File: src/rtl/match_event_counter_pkg.sv
// Shared definitions for the match-level consumer: run-tracker FSM states and
// the upstream detector's symbol codes, so both ends agree on encodings.
package match_event_counter_pkg;

  localparam int unsigned SYM_W = 2;

  typedef enum logic [SYM_W-1:0] {
    SYM_0 = 2'b00,
    SYM_1 = 2'b01,
    SYM_2 = 2'b10,
    SYM_3 = 2'b11
  } sym_e;

  typedef enum logic {
    ST_IDLE = 1'b0,
    ST_RUN  = 1'b1
  } run_state_e;

endpackage

File: src/rtl/match_run_tracker.sv
// Follows the match level: flags each rising edge (evt), tracks the current
// run length and the longest run seen so far.
module match_run_tracker
  import match_event_counter_pkg::*;
#(
  parameter int unsigned RUN_W = 8
) (
  input  logic             clk,
  input  logic             rst_n,
  input  logic             match,
  input  logic             clr,
  output logic             evt,
  output logic [RUN_W-1:0] max_run,
  output logic             rise_c
);

  run_state_e       state, state_nxt;
  logic [RUN_W-1:0] run_len, run_len_nxt;
  logic [RUN_W-1:0] max_run_nxt;
  logic             evt_nxt;

  always_ff @(posedge clk or negedge rst_n) begin
    if (!rst_n) begin
      state   <= ST_IDLE;
      run_len <= '0;
      max_run <= '0;
      evt     <= 1'b0;
    end else begin
      state   <= state_nxt;
      run_len <= run_len_nxt;
      max_run <= max_run_nxt;
      evt     <= evt_nxt;
    end
  end

  always_comb begin
    state_nxt   = state;
    run_len_nxt = run_len;
    evt_nxt     = 1'b0;
    rise_c      = 1'b0;
    max_run_nxt = max_run;
    case (state)
      ST_IDLE: begin
        if (match) begin
          state_nxt   = ST_RUN;
          run_len_nxt = RUN_W'(1);
          evt_nxt     = 1'b1;
          rise_c      = 1'b1;
        end
      end
      ST_RUN: begin
        if (match) begin
          if (run_len != '1) run_len_nxt = run_len + RUN_W'(1);
        end else begin
          state_nxt   = ST_IDLE;
          run_len_nxt = '0;
        end
      end
    endcase
    // max follows an in-progress run; clear wins for this edge only
    if (clr) max_run_nxt = '0;
    else if (run_len_nxt > max_run) max_run_nxt = run_len_nxt;
  end

endmodule

File: src/rtl/match_event_counter.sv
// Counts distinct detections of the match level, tracks the longest match run,
// and offers a req/valid/ack snapshot of both statistics.
module match_event_counter
  import match_event_counter_pkg::*;
#(
  parameter int unsigned CNT_W = 8,
  parameter int unsigned RUN_W = 8,
  parameter bit          WRAP  = 1'b0
) (
  input  logic             clk,
  input  logic             rst_n,
  input  logic             match,
  input  logic             clr,
  output logic             evt,
  output logic [CNT_W-1:0] count,
  output logic [RUN_W-1:0] max_run,
  output logic             ovf,
  input  logic             rd_req,
  output logic             rd_valid,
  output logic [CNT_W-1:0] rd_count,
  output logic [RUN_W-1:0] rd_max,
  input  logic             rd_ack
);

  logic rise_c;

  match_run_tracker #(.RUN_W(RUN_W)) u_tracker (
    .clk     (clk),
    .rst_n   (rst_n),
    .match   (match),
    .clr     (clr),
    .evt     (evt),
    .max_run (max_run),
    .rise_c  (rise_c)
  );

  // Detection counter: saturate or wrap at all-ones, sticky overflow
  always_ff @(posedge clk or negedge rst_n) begin
    if (!rst_n) begin
      count <= '0;
      ovf   <= 1'b0;
    end else if (clr) begin
      count <= '0;
      ovf   <= 1'b0;
    end else if (rise_c) begin
      if (count == '1) begin
        ovf <= 1'b1;
        if (WRAP) count <= '0;
      end else begin
        count <= count + CNT_W'(1);
      end
    end
  end

  // Snapshot captures pre-update register values; ack beats a coincident req
  always_ff @(posedge clk or negedge rst_n) begin
    if (!rst_n) begin
      rd_valid <= 1'b0;
      rd_count <= '0;
      rd_max   <= '0;
    end else if (!rd_valid) begin
      if (rd_req) begin
        rd_valid <= 1'b1;
        rd_count <= count;
        rd_max   <= max_run;
      end
    end else if (rd_ack) begin
      rd_valid <= 1'b0;
    end
  end

endmodule

File: config.mk
export PLATFORM = sky130hd
export DESIGN_NAME = match_event_counter
export DESIGN_NICKNAME = d
export VERILOG_FILES = /design/src/rtl/match_event_counter_pkg.sv /design/src/rtl/match_run_tracker.sv /design/src/rtl/match_event_counter.sv
export SDC_FILE = /design/constraint.sdc
export NUM_CORES = 1
export LEC_CHECK = 0
export CORE_MARGIN = 2
export CORE_UTILIZATION = 39
export DETAILED_ROUTE_END_ITERATION = 7
export GPL_TIMING_DRIVEN = 1
export PLACE_DENSITY = 0.64
export SETUP_SLACK_MARGIN = 0.15
export SYNTH_ARGS = -nofsm -noshare
export SYNTH_HDL_FRONTEND = slang
export SYNTH_SLANG_ARGS = --single-unit
File: constraint.sdc
create_clock -name clk -period 8.6 [get_ports clk]
set_clock_uncertainty 0.1 [all_clocks]
set_input_delay 0.86 -clock clk [delete_from_list [all_inputs] [get_ports clk]]
set_output_delay 0.86 -clock clk [all_outputs]
set_load 0.02 [all_outputs]
-- Yosys cells after proc, flatten, opt, wreduce, memory -nomap -nowiden
Index checks and enable logic that the tools add are counted.
- flip-flop bits (word level): 44
- bits in latches: 0
- RAM bits: 0
- bits in read-only memories: 0
- input port bits: 6
- output and inout bits: 35
- word-level logic and storage cells: 40
- memories: 0
- $add $sub $neg: 2
- multipliers: 0
- divide/modulo/power cells: 0
- order comparisons: 1
- eq/ne operators: 3
- shifts and indexed selects: 0
- muxes and demuxes: 17
- bitwise operators: 2
- reduce and logical (&&, ||, !) cells: 6
- operators with widths (kind ; count):
    $mux W8 ; 8
    $add A8 B1 Y8 const B ; 2
    $pmux W8 S2 ; 1
    $eq A8 B8 Y1 const B ; 1
    $gt A8 B8 Y1 ; 1
    $mux W1 ; 8
    $ne A8 B8 Y1 const B ; 1
    $reduce_and A2 Y1 ; 3
    $reduce_bool A2 Y1 ; 3
    $ne A2 B2 Y1 const B ; 1
    $not A1 Y1 ; 2

-- Logic depth before layout (Yosys ltp)
Gate-level depths: netlist (run 1).
- depth in word-level cells: 7
- gate-level depth with buffers: 13

-- Hierarchy
From an unflattened synthesis (run 1), not the netlist that was laid out.
- cell total of the unflattened synthesis: 209
- area, all modules: 2322.2 um^2
- by module, submodules not included (module ; times used ; cells each ; area an instance (um^2) ; seq. area each (um^2)):
    match_event_counter ; 1 ; 88 ; 1162.4 ; 650.6
    match_run_tracker ; 1 ; 121 ; 1159.9 ; 450.4

-- Worst setup path after synthesis (run 1)
OpenSTA, ideal clock, no wires.
- path type: flip-flop to flip-flop
- start point: reg u_tracker.run_len[0]
- end point: reg u_tracker.max_run[3]
- setup time: 0.078 ns
- arrival: 2.826 ns
- path slack: 5.595 ns
- stages on the path, launching flop included: 13
- path buffers: 2
- period minus slack after synthesis: 3.005 ns
- cells stage by stage: dfrtp_1 > ha_1 > and3_1 > clkbuf_2 > a32o_1 > a221o_1 > ha_1 > a211oi_1 > nor2_1 > nor4bb_1 > clkbuf_1 > o21ai_0 > a21oi_1
- cells in the longest elaborated chain, start to end: 6
- ends and longest elaborated chain (what ; RTL line ; source):
    from (decl) ; match_run_tracker.sv:18 ; logic [RUN_W-1:0] run_len, run_len_nxt;
    from (signal assigned) ; match_run_tracker.sv:30 ; run_len <= run_len_nxt;
    $add A8 B1 Y8 or $ne A8 B8 Y1 (tied branches) ; match_run_tracker.sv:53 ; if (run_len != '1) run_len_nxt = run_len + RUN_W'(1);
    $mux W8 * ; match_run_tracker.sv:53 ;
    $mux W8 * ; match_run_tracker.sv:52 ; if (match) begin
    $pmux W8 S2 * ; match_run_tracker.sv:42 ; case (state)
    net u_tracker.run_len_nxt[5] ; match_run_tracker.sv:18 ;
    $gt A8 B8 Y1 * ; match_run_tracker.sv:62 ; else if (run_len_nxt > max_run) max_run_nxt = run_len_nxt;
    $reduce_bool A2 Y1 (no line) * ; -- ;
    to (signal assigned) ; match_run_tracker.sv:31 ; max_run <= max_run_nxt;
    to (decl) ; match_run_tracker.sv:13 ; output logic [RUN_W-1:0] max_run,
Mark *: on every way through the listed nets, which the timed path passes. The rest lies on a longest branch. The select of a mux whose other input is x is not followed.
A chain may end at the register's enable or synchronous reset.

-- Worst setup path after layout (run 1)
- start point: in match
- end point: reg u_tracker.max_run[3]
- cells in the longest elaborated chain, start to end: 4
- ends and longest elaborated chain (what ; RTL line ; source):
    from (decl) ; match_event_counter.sv:12 ; input logic match,
    $mux W8, on equally long branches ; match_run_tracker.sv:52, match_run_tracker.sv:44 ;
    $pmux W8 S2 * ; match_run_tracker.sv:42 ;
    net u_tracker.run_len_nxt[1] ; match_run_tracker.sv:18 ;
    $gt A8 B8 Y1 * ; match_run_tracker.sv:62 ;
    $reduce_bool A2 Y1 (no line) * ; -- ;
Marked as above.

==> results of run 1 <==
power groups by stage:
stage	clock, mW	combinational (mW)	sequential, mW
after floorplan	0	0.0945	0.275
after global placement	0	0.191	0.251
after detailed placement	0	0.193	0.251
after CTS	0.131	0.194	0.247
after global routing	0.141	0.212	0.251
final	0.125	0.193	0.247
placed cells by master (no fill, tap or decap), types with 2 or more instances in the layout:
| cell | synthesis | final |
|---|---|---|
| nand2_1 | 15 | 15 |
| inv_1 | 10 | 10 |
| clkbuf_8 | 0 | 5 |
| o31a_1 | 2 | 2 |
| mux2_2 | 9 | 9 |
| dfrtp_1 | 44 | 44 |
| clkdlybuf4s50_1 | 0 | 39 |
| nor3_1 | 9 | 9 |
| o21ai_0 | 18 | 18 |
| and2_1 | 2 | 2 |
| nor2b_1 | 2 | 2 |
| o21a_1 | 2 | 2 |
| nand3_1 | 8 | 8 |
| clkinv_2 | 0 | 2 |
| a211oi_1 | 2 | 2 |
| o211ai_1 | 4 | 4 |
| and3_1 | 3 | 3 |
| a21oi_1 | 14 | 14 |
| ha_1 | 10 | 10 |
| nand4_1 | 8 | 8 |
| xor2_1 | 4 | 4 |
| nor2_1 | 13 | 13 |
| and4_1 | 3 | 3 |
| xnor2_1 | 2 | 2 |
worst paths after layout:
check | start | cells after the start | endpoint | slack (ns)
worst min-delay path | rd_max[5] | 2 | rd_max[5] | 0.38
worst min register to register | rd_max[5] | 2 | rd_max[5] | 0.38
worst max register to register | u_tracker.run_len[0] | 10 | u_tracker.max_run[3] | 4.73
min in group asynchronous | rst_n | 1 | rd_count[2] | 0.61
max in group asynchronous | rst_n | 1 | u_tracker.max_run[0] | 7.19
worst max-delay path | match | 10 | u_tracker.max_run[3] | 4.33
synth_stat cells (3+ instances only):
cell	instances	area share [%]
ha_1	10	5.8
nand3_1	8	1.9
dfrtp_1	44	51
o21ai_0	18	4.2
nand2_1	15	2.6
and4_1	3	1.2
nand4_1	8	2.3
nor2_1	13	2.3
o211ai_1	4	1.4
a21oi_1	14	3.2
inv_1	10	1.7
and3_1	3	0.87
clkbuf_1	5	0.87
xor2_1	4	1.6
nor3_1	9	2.1
mux2_2	9	4.7
cells by family after synthesis:
family	count (synthesis)	synth area share (%)
flops	44	50.9
simple gates	70	16.9
xor+xnor	6	2.43
buf+inv	20	4.28
mux	10	5.15
fa+ha+maj	10	5.79
compound gates	50	14.5
worst register-to-register path, cell delays in order, from the launching register on:
cell and delay [ns]:
dfrtp_1 0.45, ha_1 0.27, and3_1 0.29, a32o_1 0.25, a221o_1 0.37, ha_1 0.30
a211oi_1 0.25, nor2_1 0.13, nor4bb_1 0.98, o21ai_0 0.22, a21oi_1 0.20
registers in the layout, indices dropped and copies added (netlist names):
| name | cells |
|---|---|
| count | 8 |
| rd_count | 8 |
| rd_max | 8 |
| u_tracker.max_run | 8 |
| u_tracker.run_len | 8 |
| ovf | 1 |
| rd_valid | 1 |
| u_tracker.evt | 1 |
| u_tracker.state | 1 |
metrics by stage:
step | cell area (um^2) | utilization [%] | hold slack (ns)
2_1_floorplan | 2160 | - | 0.464
3_3_place_gp | 2590 | 47.7 | 0.360
3_5_place_dp | 2590 | 47.7 | 0.370
4_1_cts | 2680 | 49.3 | 0.389
5_1_grt | 2680 | 49.3 | 0.409
6_report | 2680 | 49.3 | 0.381
final cells by class:
class | instances | area, um^2
clock buffer | 5 | 68.8
clock inverter | 3 | 18.8
fill | 513 | 2760
inverter | 10 | 37.5
multi-input combinational | 146 | 968
sequential | 44 | 1100
tap | 72 | 90.1
timing repair buffer | 40 | 395
metal layers:
| layer | track usage [%] | routed length [um] | up-vias |
|---|---|---|---|
| met3 | 3.10 | 154 | 5 |
| met4 | 5.79 | 76 | 0 |
| met2 | 24.8 | 2070 | 34 |
| met1 | 23.4 | 2310 | 808 |
| met5 | 0 | 0 | - |
| li1 | - | - | 838 |
==> metrics.md, run 1 <==
| Metric | Value |
|---|---|
| Initial core utilization | `39.8%` |
| IO Port Bufs | `40` |
| Syn avg cell area | `10.3 um^2` |
| Layout area overhead | `24.0%` |
| Synthesized area | `2160 um^2` |
| Bufs and invs on worst path | `1` |
| Placed Instances | `312` |
| Slowest-stage cell, CP | `nor4bb_1` |
| Post-synth ARST share | `100%` |
| Post-Synthesis Cells | `210` |
| Initial antenna violation count | `0` |
| Die width | `78.5 um` |
| Most frequent CP cell | `o21ai_0` |
| Slew Limit Fails | `0` |
| Cell internal pwr | `0.367 mW` |
| CP Cell Sequence | `clkdlybuf4s50_1 -> and2_1 -> nand2_1 -> o211ai_1 -> ha_1 -> nor2b_1 -> o21ai_0 -> nor4bb_1 -> o21ai_0 -> a21oi_1` |
| DRC | `0` |
| Postcts setup bufs | `0` |
| WL/cell | `14.4 um` |
| Clk_lat worst skew | `0.30 ns` |
| Post-Syn Nets | `226` |
| # rows | `27` |
| Layout cells sized above 1 | `8.47%` |
| Worst Path Max Fanout | `12` |
| Fmax | `234 MHz` |
| Antenna Nets Post-Route | `0` |
| Slew margin rel. | `22.1%` |
| CP top delay family | `simple AND/OR/NAND/NOR gates` |
| Dpl ws | `4.03 ns` |
| TritonCTS clock tree | `built` |
| Period utilization | `49.6%` |
| Worst endpoint required time | `8.70 ns` |
| Worst Setup Slack, final | `4.33 ns` |
| Io pins | `41` |
| CTS H-Tree Depth | `2` |
| Layout net count | `263` |
| All-layer global routing usage | `16.4%` |
| Power Dens Cells | `211 nW/um^2` |
| Yosys cell types | `42` |
| Grt total ovfl | `0` |
| Vias in the first global route | `1,586` |
| First-pass GRT wire length | `7.82 mm` |
| Vias | `1,685` |
| WL final | `4.61 mm` |
| Total power | `0.566 mW` |
| Maximum clock path buffer count | `2` |
| Startpoint Class | `primary input` |
| Die area | `6160 um^2` |
| Seq cells post-synth | `44` |
| Root buffer cell | `clkbuf_8` |
| Post-DP HPWL | `3.18 mm` |
| Tightest Pin Transition | `1.15 ns` |
| Critical path endpoint category | `flip-flop` |
| Vias per cell | `5.27` |
| # hold bufs at CTS | `0` |
| Pin count of the biggest net entering global routing | `45` |
| Synth Warn # | `0` |
| Sw Share | `35.2%` |
| Antenna cells | `0` |
| CP max stage delay | `1.00 ns` |
| Top FF cell, synth | `dfrtp_1` |
| Clk pin slew, worst setup/hold paths | `0.08 ns` |
| RSZ-0062 raised after global routing | `no` |
| Drt pass-1 iters | `4` |
| Setup TNS | `0 ns` |
| Gate power share | `34.1%` |
| Resize count post-CTS | `0` |
| Worst vdd ir | `0.000127 V` |
| EDFF count, synth | `0` |
| Kind of critical path | `primary input to flip-flop` |
| Sequential-to-total area share from yosys stat | `50.9%` |
| Crit path DAT | `4.37 ns` |
| Global placer's final weighted congestion | `0.869` |
| Sequential share of power | `43.7%` |
| Non-Filler Instances | `320` |
| Chip Height | `78.5 um` |
| Tmin final | `4.27 ns` |
| Setup violators final | `0` |
| Clock share of power | `22.2%` |
| MaxCap Viol Count | `0` |
| Worst min path class | `flip-flop to flip-flop` |
| Core box area | `5440 um^2` |
| Switch Pwr | `0.199 mW` |
| DR iter-0 viols | `128` |
| Clock sink total | `44` |
| Number of hold violations in the final report | `0` |
| CTS Buf Count | `5` |
| Static Leakage | `1.14 nW` |
| Outcome | `complete, no violations` |
Note: power is estimated with default switching activity, not from simulation.
==> run 2: changes to the inputs <==
==> constraint.sdc (replaced) <==
create_clock -name clk -period 4.01 [get_ports clk]
set_clock_uncertainty 0.1 [all_clocks]
set_input_delay 0.401 -clock clk [delete_from_list [all_inputs] [get_ports clk]]
set_output_delay 0.401 -clock clk [all_outputs]
set_load 0.02 [all_outputs]
==> run 2 against run 1 <==
Hold slack worse by 0.23 ns. Routed wire length shrank 1.6%. Die area stayed put. Non-clock buffer count grew 3. Setup slack worse by 3.6 ns. Cell area rose by 2.1%. Utilization up 1.0 points. Global-route usage is 0.35 points lower. Critical endpoint is now u_tracker.max_run[1].
==> metrics.md, run 2 (synthesis results as in run 1) <==
| Metric | Value |
|---|---|
| Static Leakage | `1.16 nW (was 1.14 nW)` |
| Setup TNS | `0 ns (unchanged)` |
| Startpoint Class | `flip-flop (was primary input)` |
| Fmax | `307 MHz` |
| DR iter-0 viols | `149 (was 128)` |
| Clk_lat worst skew | `0.29 ns (was 0.30 ns)` |
| DRC | `0 (unchanged)` |
| Worst vdd ir | `0.000246 V (was 0.000127 V)` |
| Total power | `1.30 mW (was 0.566 mW)` |
| IO Port Bufs | `40 (unchanged)` |
| Placed Instances | `315 (was 312)` |
| All-layer global routing usage | `16.0% (was 16.4%)` |
| Worst endpoint required time | `4.11 ns (was 8.70 ns)` |
| Die width | `78.5 um (unchanged)` |
| Post-DP HPWL | `3.21 mm (was 3.18 mm)` |
| Most common cell after layout, fill and taps aside | `dfrtp_1 (unchanged)` |
| Tmin final | `3.26 ns` |
| Non-Filler Instances | `323 (was 320)` |
| Postcts setup bufs | `0 (unchanged)` |
| WL final | `4.54 mm (was 4.61 mm)` |
| Pin count of the biggest net entering global routing | `45 (unchanged)` |
| Initial core utilization | `39.8% (unchanged)` |
| Layout cells sized above 1 | `9.56% (was 8.47%)` |
| Vias per cell | `5.24 (was 5.27)` |
| TritonCTS clock tree | `built (unchanged)` |
| Most frequent cells in the layout | `44 x dfrtp_1, 39 x clkdlybuf4s50_1, 18 x o21ai_0, 15 x nand2_1, 14 x a21oi_1 (unchanged)` |
| GR peak layer | `met1 (was met2)` |
| Design Area, Final | `2740 um^2 (was 2680 um^2)` |
| Met3 Use GR | `3.10% (unchanged)` |
| Number of hold violations in the final report | `0 (unchanged)` |
| Drt pass-1 iters | `4 (unchanged)` |
| Worst Path Max Fanout | `8 (was 12)` |
| WL/cell | `14.0 um (was 14.4 um)` |
| Vias | `1,693 (was 1,685)` |
| Slew margin rel. | `36.6% (was 22.1%)` |
| Core box area | `5440 um^2 (unchanged)` |
| RSZ-0062 raised after global routing | `no (unchanged)` |
| # hold bufs at CTS | `0 (unchanged)` |
| Period utilization | `81.3%` |
| Power Dens Cells | `476 nW/um^2 (was 211 nW/um^2)` |
| Grt total ovfl | `0 (unchanged)` |
| Worst Setup Slack, final | `0.751 ns (was 4.33 ns)` |
| Clk pin slew, worst setup/hold paths | `0.08 ns (about the same)` |
| Cell Area, Placed | `2620 um^2 (was 2590 um^2)` |
| CTS Buf Count | `5 (unchanged)` |
| Critical path endpoint category | `flip-flop (unchanged)` |
| Initial antenna violation count | `0 (unchanged)` |
| Maximum clock path buffer count | `2 (unchanged)` |
| Fin Hold WS | `0.147 ns (was 0.381 ns)` |
| Slew Limit Fails | `0 (unchanged)` |
| Dpl ws | `0.542 ns (was 4.03 ns)` |
| Setup violators final | `0 (unchanged)` |
| Global placer's final weighted congestion | `0.911 (was 0.869)` |
| Layout net count | `266 (was 263)` |
| Tightest Pin Transition | `0.951 ns (was 1.15 ns)` |
| Antenna cells | `0 (unchanged)` |
| Kind of critical path | `flip-flop to flip-flop (was primary input to flip-flop)` |
| Root buffer cell | `clkbuf_8 (unchanged)` |
| Clock sink total | `44 (unchanged)` |
| Util after Layout | `50.3% (was 49.3%)` |
| Antenna Nets Post-Route | `0 (unchanged)` |
| GR Util met2 | `23.0% (was 24.8%)` |
| Outcome | `complete, no violations (unchanged)` |
| Layout area overhead | `26.6% (was 24.0%)` |
| Resize count post-CTS | `0 (unchanged)` |
| Crit path DAT | `3.36 ns (was 4.37 ns)` |
| Met1 Use GR | `23.6% (was 23.4%)` |
| Io pins | `41 (unchanged)` |
| MaxCap Viol Count | `0 (unchanged)` |
| CTS H-Tree Depth | `2 (unchanged)` |
| # rows | `27 (unchanged)` |
| Chip Height | `78.5 um (unchanged)` |
| First-pass GRT wire length | `7.77 mm (was 7.82 mm)` |
| Die area | `6160 um^2 (unchanged)` |
| Vias in the first global route | `1,575 (was 1,586)` |
| Worst min path class | `primary input to asynchronous set/reset pin (was flip-flop to flip-flop)` |
[run 2: critical path: stages, from the launching register on]
cell	delay, ns
dfrtp_1	0.44
ha_1	0.26
and3_1	0.29
a32o_1	0.25
a221o_1	0.36
ha_1	0.30
a211oi_1	0.24
nor2_1	0.12
o31ai_2	0.50
o21ai_0	0.15
a21oi_1	0.16
[run 2: worst paths after layout]
path                                              to  slack, ns                 start  depth (start not counted)
worst max-delay path            u_tracker.max_run[1]       0.75  u_tracker.run_len[0]                         10
worst min-delay path                     rd_count[1]       0.15                 rst_n                          1
worst max register to register  u_tracker.max_run[1]       0.75  u_tracker.run_len[0]                         10
worst min register to register             rd_max[7]       0.38             rd_max[7]                          2
max in group asynchronous       u_tracker.run_len[6]       3.07                 rst_n                          1
min in group clk                           rd_max[7]       0.38             rd_max[7]                          2
[run 2: layer usage]
layer / routed length, um / up-vias
li1: - / 842
met1: 2340 / 806
met2: 1950 / 38
met3: 162 / 7
met4: 88 / 0
met5: 0 / -
[run 2: layout make-up]
cell class	instances	area (um^2)
Tap cell	72	90.1
Clock inverter	2	38.8
Timing Repair Buffer	43	418
Multi-Input combinational cell	146	968
Clock buffer	6	82.6
Fill cell	501	2700
Sequential cell	44	1100
Inverter	10	37.5
[run 2: where the power goes]
part / switching (mW) / internal [mW]
Clock: 0.150 / 0.204
Combinational: 0.240 / 0.179
Sequential: 0.0372 / 0.493
==> run 3: changes to the inputs <==
--- a/config.mk
+++ b/config.mk
@@ -9,7 +9,7 @@
 export CORE_UTILIZATION = 39
 export DETAILED_ROUTE_END_ITERATION = 7
 export GPL_TIMING_DRIVEN = 1
-export PLACE_DENSITY = 0.64
+export PLACE_DENSITY = 0.66
 export SETUP_SLACK_MARGIN = 0.15
 export SYNTH_ARGS = -nofsm -noshare
 export SYNTH_HDL_FRONTEND = slang
==> constraint.sdc (replaced) <==
create_clock -name clk -period 2.6 [get_ports clk]
set_clock_uncertainty 0.1 [all_clocks]
set_input_delay 0.26 -clock clk [delete_from_list [all_inputs] [get_ports clk]]
set_output_delay 0.26 -clock clk [all_outputs]
set_load 0.02 [all_outputs]
==> run 3 against run 2 <==
The run now ends with negative setup slack left. Sequential power increased by 54%. Die area unchanged. Largest cell class unchanged. Via count increased by 9.3%. Utilization increased by 6.0 points. Cell area increased by 12%. Register-to-register slack got worse by 1.1 ns. Fmax increased by 12%.
==> metrics.md, run 3 (synthesis results as in run 1) <==
| Metric | Value |
|---|---|
| # hold bufs at CTS | `0 (unchanged)` |
| Top Layer Used | `met4 (unchanged)` |
| Worst vdd ir | `0.000404 V (was 0.000246 V)` |
| Global placer's final weighted congestion | `0.909 (was 0.911)` |
| DR iter-0 viols | `140 (was 149)` |
| Crit path DAT | `3.02 ns (was 3.36 ns)` |
| CTS H-Tree Depth | `2 (unchanged)` |
| Antenna Nets Post-Route | `0 (unchanged)` |
| Sequential share of power | `37.2% (was 40.7%)` |
| Number of hold violations in the final report | `0 (unchanged)` |
| Worst min path class | `primary input to asynchronous set/reset pin (unchanged)` |
| Sw Share | `32.6% (was 32.8%)` |
| Period utilization | `112% (was 81.3%)` |
| Outcome | `finished, violations left (was complete, no violations)` |
| Drt pass-1 iters | `4 (unchanged)` |
| Initial core utilization | `39.8% (unchanged)` |
| Util after Layout | `56.3% (was 50.3%)` |
| Critical path endpoint category | `flip-flop (unchanged)` |
| Clk_lat worst skew | `0.29 ns (about the same)` |
| Clock share of power | `25.1% (was 27.1%)` |
| Slew margin rel. | `35.1% (was 36.6%)` |
| First-pass GRT wire length | `8.75 mm (was 7.77 mm)` |
| RSZ-0062 raised after global routing | `yes (was no)` |
| All-layer global routing usage | `17.9% (was 16.0%)` |
| Power Dens Cells | `717 nW/um^2 (was 476 nW/um^2)` |
| Met2 WL post-DR | `2.38 mm (was 1.95 mm)` |
| Slew Limit Fails | `0 (unchanged)` |
| Core box area | `5440 um^2 (unchanged)` |
| Die width | `78.5 um (unchanged)` |
| Layout net count | `300 (was 266)` |
| Worst Path Max Fanout | `7 (was 8)` |
| Clock sink total | `44 (unchanged)` |
| CTS Buf Count | `5 (unchanged)` |
| Tightest Pin Transition | `0.973 ns (was 0.951 ns)` |
| Maximum clock path buffer count | `2 (unchanged)` |
| Grt total ovfl | `0 (unchanged)` |
| Post-DP HPWL | `3.74 mm (was 3.21 mm)` |
| Vias | `1,851 (was 1,693)` |
| M1 WL | `2.45 mm (was 2.34 mm)` |
| IO Port Bufs | `40 (unchanged)` |
| Chip Height | `78.5 um (unchanged)` |
| Tmin final | `2.91 ns (was 3.26 ns)` |
| DR WL met3 | `166 um (was 162 um)` |
| Worst Setup Slack, final | `-0.313 ns (was 0.751 ns)` |
| Clk pin slew, worst setup/hold paths | `0.08 ns (about the same)` |
| Total power | `2.19 mW (was 1.30 mW)` |
| Switch Pwr | `0.716 mW (was 0.427 mW)` |
| Layout cells sized above 1 | `23.5% (was 9.56%)` |
| Static Leakage | `1.35 nW (was 1.16 nW)` |
| Setup violators final | `8 (was 0)` |
| Root buffer cell | `clkbuf_8 (unchanged)` |
| Violated checks | `negative setup slack` |
| Most common cell after layout, fill and taps aside | `dfrtp_1 (unchanged)` |
| Kind of critical path | `flip-flop to flip-flop (unchanged)` |
| Layout area overhead | `41.6% (was 26.6%)` |
| Startpoint Class | `flip-flop (unchanged)` |
| Gate power share | `37.7% (was 32.2%)` |
| TritonCTS clock tree | `built (unchanged)` |
| Initial antenna violation count | `0 (unchanged)` |
| Worst endpoint required time | `2.70 ns (was 4.11 ns)` |
| Dpl ws | `-0.685 ns (was 0.542 ns)` |
| Cell internal pwr | `1.48 mW (was 0.876 mW)` |
| DRC | `0 (unchanged)` |
| Antenna cells | `0 (unchanged)` |
| Vias in the first global route | `1,833 (was 1,575)` |
| Io pins | `41 (unchanged)` |
| Most frequent cells in the layout | `44 x dfrtp_1, 39 x clkdlybuf4s50_1, 37 x buf_4, 15 x nand2_1, 14 x a21oi_1 (was 44 x dfrtp_1, 39 x clkdlybuf4s50_1, 18 x o21ai_0, 15 x nand2_1, 14 x a21oi_1)` |
| Die area | `6160 um^2 (unchanged)` |
| # rows | `27 (unchanged)` |
| Vias per cell | `5.18 (was 5.24)` |
| WL final | `5.10 mm (was 4.54 mm)` |
| WL/cell | `14.3 um (was 14.0 um)` |
| MaxCap Viol Count | `0 (unchanged)` |
| Fmax | `343 MHz (was 307 MHz)` |
| Pin count of the biggest net entering global routing | `45 (unchanged)` |
[run 3: cell count changes in the layout (fill, tap and decap cells not counted), sizes merged]
| cell | before | now |
|---|---|---|
| buf | 4 | 38 |
[run 3: worst paths after layout]
kind | endpoint | slack (ns) | startpoint | cells after the start
worst min-delay path | rd_count[2] | 0.02 | rst_n | 1
max in group asynchronous | u_tracker.run_len[4] | 1.78 | rst_n | 1
worst max register to register | u_tracker.max_run[6] | -0.31 | u_tracker.run_len[0] | 11
worst min register to register | rd_max[6] | 0.38 | rd_max[6] | 2
worst max-delay path | u_tracker.max_run[6] | -0.31 | u_tracker.run_len[0] | 11
min in group clk | rd_max[6] | 0.38 | rd_max[6] | 2
[run 3: what timing repair did]
action                                  in CTS  in global routing
setup buffers                                2                  0
gates resized for setup                      7                  4
gates cloned                                 0                  0
endpoints found under the setup margin       8                  8
pin swaps                                    5                  2
[run 3: per-layer routing]
| metal | GRT usage [%] | vias up |
|---|---|---|
| met5 | 0 | - |
| met4 | 8.07 | 0 |
| met1 | 24.3 | 896 |
| met3 | 3.33 | 7 |
| li1 | - | 907 |
| met2 | 27.8 | 41 |
[run 3: through the flow]
step / TNS (ns) / instance area, um^2 / hold WS (ns) / cells
2_1_floorplan: -1.78 / 2190 / -0.136 / 210
3_3_place_gp: -4.75 / 2870 / 0.361 / 347
3_5_place_dp: -5.29 / 2870 / 0.370 / 347
4_1_cts: -1.70 / 3050 / 0.0473 / 357
5_1_grt: -3.31 / 3060 / 0.0900 / 357
6_report: -2.29 / 3060 / 0.0173 / 357
[run 3: area by class of cell]
class	instances	area [um^2]
Clock inverter	2	38.8
Clock buffer	6	82.6
Timing Repair Buffer	77	673
Fill cell	486	2380
Multi-Input combinational cell	146	1040
Inverter	10	37.5
Sequential cell	44	1100
Tap cell	72	90.1
[run 3: power groups by stage]
stage,clock [mW],combinational (mW),sequential (mW)
floorplan,0,0.328,0.911
finish,0.551,0.828,0.816
CTS,0.564,0.813,0.818
global placement,0,0.753,0.830
global route,0.588,0.904,0.828
detailed placement,0,0.766,0.832
[run 3: critical path: stages (launching register included)]
cell and delay [ns]:
dfrtp_1 0.41, ha_2 0.19, and3_4 0.21, a32o_1 0.22, a221o_1 0.36, ha_4 0.25
a211oi_4 0.27, nor2_4 0.08, nor4bb_4 0.33, buf_4 0.19, nor3_1 0.05, nor3_1 0.15
